$ cat src/rtl/fifo_stream_reader.sv
// Read-side master for the fifo: credit-limited read strobes, in-flight tracking across the
// fifo read latency, and an ordered output buffer presented as a valid/ready stream.
module fifo_stream_reader #(
  parameter int DW         = 24,
  parameter int RD_LATENCY = 1,
  parameter int BUF_DEPTH  = 4
) (
  input  logic          clk,
  input  logic          rst,
  input  logic          i_en,
  output logic          o_fifo_rd,
  input  logic [DW-1:0] i_fifo_rdata,
  input  logic          i_fifo_empty,
  output logic [DW-1:0] o_tdata,
  output logic          o_tvalid,
  input  logic          i_tready,
  output logic          o_busy
);

  localparam int AW = $clog2(BUF_DEPTH);
  localparam int CW = $clog2(BUF_DEPTH) + 1;
  localparam int OW = CW + 1;

  logic [RD_LATENCY-1:0] infl_vld;
  logic [RD_LATENCY-1:0] infl_vld_next;
  logic [CW-1:0]         count;
  logic [CW-1:0]         count_next;
  logic [OW-1:0]         occupancy;
  logic [OW-1:0]         occupancy_next;
  logic [AW-1:0]         wr_ptr;
  logic [AW-1:0]         rd_ptr;
  logic                  capture;
  logic                  handshake;
  logic [DW-1:0]         mem [BUF_DEPTH];

  function automatic logic [OW-1:0] ones(input logic [RD_LATENCY-1:0] v);
    logic [OW-1:0] n;
    n = '0;
    for (int i = 0; i < RD_LATENCY; i++) n = n + OW'(v[i]);
    return n;
  endfunction

  // Credit check counts words already in flight so the buffer can never overflow.
  always_comb begin
    occupancy     = OW'(count) + ones(infl_vld);
    o_fifo_rd     = !rst && i_en && !i_fifo_empty && (occupancy < OW'(BUF_DEPTH));
    capture       = infl_vld[RD_LATENCY-1];
    handshake     = o_tvalid && i_tready;
    infl_vld_next = (infl_vld << 1) | RD_LATENCY'(o_fifo_rd);
    count_next    = count;
    case ({capture, handshake})
      2'b10:   count_next = count + CW'(1);
      2'b01:   count_next = count - CW'(1);
      default: count_next = count;
    endcase
    occupancy_next = OW'(count_next) + ones(infl_vld_next);
  end

  // Control state: in-flight shift register, pointers, count and registered flags.
  always_ff @(posedge clk) begin
    if (rst) begin
      infl_vld <= '0;
      count    <= '0;
      wr_ptr   <= '0;
      rd_ptr   <= '0;
      o_tvalid <= 1'b0;
      o_busy   <= 1'b0;
    end else begin
      infl_vld <= infl_vld_next;
      count    <= count_next;
      if (capture)   wr_ptr <= wr_ptr + AW'(1);
      if (handshake) rd_ptr <= rd_ptr + AW'(1);
      o_tvalid <= (count_next != '0);
      o_busy   <= (occupancy_next != '0);
    end
  end

  // Data capture: the slot at wr_ptr is free whenever a word lands, so no reset is needed.
  always_ff @(posedge clk) begin
    if (capture) mem[wr_ptr] <= i_fifo_rdata;
  end

  assign o_tdata = o_tvalid ? mem[rd_ptr] : '0;

endmodule

$ cat config.mk
export PLATFORM = sky130hd
export DESIGN_NAME = fifo_stream_reader
export DESIGN_NICKNAME = d
export VERILOG_FILES = /design/src/rtl/fifo_stream_reader.sv
export SDC_FILE = /design/constraint.sdc
export NUM_CORES = 1
export LEC_CHECK = 0
export BUFFER_PORTS_ARGS = -buffer_cell sky130_fd_sc_hd__clkbuf_2
export CAP_MARGIN = 20
export CORE_UTILIZATION = 40
export DETAILED_ROUTE_END_ITERATION = 8
export PLACE_DENSITY = 0.7
export SYNTH_ARGS = -nofsm -noshare
export SYNTH_HDL_FRONTEND = slang
export SYNTH_SLANG_ARGS = --single-unit
$ cat constraint.sdc
create_clock -name clk -period 7.2 [get_ports clk]
set_clock_uncertainty 0.2 [all_clocks]
set_input_delay 1.08 -clock clk [delete_from_list [all_inputs] [get_ports clk]]
set_output_delay 1.08 -clock clk [all_outputs]
set_load 0.01 [all_outputs]
==> results by group <==
Place
  • Dpl hpwl: slightly above 4 mm
  • Final GP Congestion: 0.7079
  • Port Buf Inserts: 55

Clock network
  • CTS tree: yes
  • CTS clk-pin slew, worst paths: 90 ps
  • CTS root buf: clkbuf_8
  • Sink Count: ~110
  • Post-CTS setup repair buffer count: 0
  • Post-CTS resize count: 0
  • CTS HTree Levels: 3
  • CTS buffer count: 9
  • Quantity of hold-fixing buffers added after cts: 0
  • Worst-Skew Late Latency: roughly 350 ps
  • Worst-case clock buffer depth: 2

GRT
  • GRT Resource Usage Total: 13.10%
  • Vias in the first global route: 2118
  • Congestion Overflow GR: 0
  • Initial antenna violation count: 0
  • First-pass GRT wire length: 10.67 mm
  • Pin count of the biggest net entering global routing: 27

Setup path
  • WP data arrival: 2390 ps
  • CP startpoint: rst
  • Setup crit start kind: input pin
  • Worst setup path class: input pin to output pin
  • CP required: between 5000 and 6000 ps
  • Worst r2r src: o_tvalid
  • Crit-path max FO: 11
  • Worst setup EP type: output pin

Synthesis
  • Mapped cell area: 4214 µm²
  • Ranking of synthesized cells by area: edfxtp_1, mux4_2, dfxtp_1
  • Number of synthesized flops with an enable pin: 96
  • Seq cells post-synth: about 110
  • Post-Syn Instances: 213
  • Ys async rst share: 0%
  • Synth Net Count: 250
  • Cell variety after synth: 23
  • Synthesized area per cell: 19.78 µm²
  • Top cell type's share of synthesized area: 68.41%
  • Post-synthesis sequential area ratio: about three quarters
  • Synth area leader: edfxtp_1
  • Synth warn: 0
  • Top_reg_cell synth: edfxtp_1

Floorplan
  • Die Y: 104.6 µm
  • Io pins: 56
  • Row Count: 37
  • Die footprint: 10950 µm²
  • Initial core utilization: 41.00%
  • Die Wd: 104.6 µm
  • Core area: 10280 µm²

Routing
  • Total number of vias: 2004
  • Vias per Instance: about 4.8
  • Routed Antenna Nets: 0
  • Drt total wl: 6.699 mm
  • Avg WL per Cell: about 16 µm
  • DR pass1 iterations: 4
  • Initial drt markers: 71
  • DRC: 0

Timing
  • RSZ-0062 raised after global routing: false
  • Setup TNS: 0 ps
  • Pin slew with the least headroom to its limit: 893.3 ps
  • Final Setup Violations: 0
  • Final Hold Vio Count: 0
  • Max Clk Rate: about 270 MHz
  • Pins over their slew limit: 0
  • Crit path time final: 3667 ps
  • Normalized max-slew margin: 40.44%
  • Period Utilization, post-route: 50.93%

Power and ir drop
  • Worst ir drop on vdd: 0.1158 mV
  • Switching Share: 25.72%
  • Net load switching power: between 0.3 and 0.4 mW
  • PwrDens: 261.9 nW/µm²
  • Combinational Power Share: around 15%
  • Leak pwr: 1.675 nW
  • Power Internal: 0.9352 mW
  • Sequential Power Share: 59.1%
  • Clk network pwr share: 25.9%

Final layout
  • Commonest cells after routing, fill and taps aside: edfxtp_1, clkbuf_2, and2_1
  • Area Growth Syn to Fin: 14.10%
  • Commonest non-fill, non-tap cell in the layout: edfxtp_1
  • Layout cell share with drive strength beyond 1: 35.84%
  • Nets: 311
  • Fin util: 46.79%
  • Number of antenna repair diodes: 0

Min path
  • Hold Crit Start: count[2]
  • Tightest Hold Check Type: register to register

Run status
  • Status: finished, final reports clean

Run
  • Max-cap violations: 0
[worst max-delay path: stages]
cell,delay [ps]
clkbuf_2,180
or4b_2,710
a31oi_1,240
clkbuf_2,180
[registers in the layout, summed over array words and instances (netlist names), named ones only]
signal,count
capture,1
count,3
mem,96
o_busy,1
o_tvalid,1
rd_ptr,2
wr_ptr,2
[cell families after synthesis]
logic type | after synthesis | synth area share (%)
xor+xnor | 5 | 1.039
flops | 108 | 74.11
fa+ha+maj | 8 | 2.553
buf+inv | 15 | 1.930
simple gates | 45 | 6.146
compound gates | 6 | 0.9203
mux | 26 | 13.30
[metal layers]
layer	GRT usage, %	wire length, µm
met1	15.37	2893
met2	22.85	3459
met3	2.994	261
met4	6.036	85
met5	0	0
[power groups by stage]
stage	Clock (mW)	Combinational (mW)	Sequential, mW
after global routing	0.359	0.209	0.753
after floorplan	0	0.156	0.726
final	0.327	0.189	0.744
after CTS	0.339	0.192	0.748
after detailed placement	0	0.191	0.762
after global placement	0	0.189	0.762
[synthesized netlist by cell type (all sizes together) (2+ instances only)]
cell type / instances
nand2: 2
edfxtp: 96
clkbuf: 5
ha: 7
buf: 5
xor2: 2
inv: 5
mux4: 24
nor2: 9
and2: 30
dfxtp: 12
xnor2: 3
mux2i: 2
a31oi: 4
[path summary, 6_finish.rpt]
path	end	slack (ps)	depth (start not counted)
setup / recovery	o_fifo_rd	3530	4
hold / removal	capture	350	2
hold reg to reg	capture	350	2
setup reg to reg	o_busy	3940	9
[area by class of cell]
| type | instances | area [µm²] |
|---|---|---|
| clock buffer | 10 | 127.6 |
| clock inverter | 6 | 45.04 |
| fill | 900 | 5469 |
| inverter | 5 | 18.77 |
| multi-input combinational | 90 | 1010 |
| sequential | 108 | 3124 |
| tap | 136 | 170.2 |
| timing repair buffer | 60 | 312.8 |
[metrics by stage]
step                      total power [mW]  instance area [µm²]  instances  worst slack (ps)  hold WS, ps
after CTS                            1.278                 4808        415              3552        356.5
after global placement              0.9509                 4636        399              3587        308.9
after global routing                 1.320                 4808        415              3489        374.7
after floorplan                     0.8818                 4214        213              3868        284.7
after detailed placement            0.9529                 4636        399              3555        321.6
final                                1.259                 4808        415              3533        346.9
No activity file was read; power rests on OpenSTA's default activity.
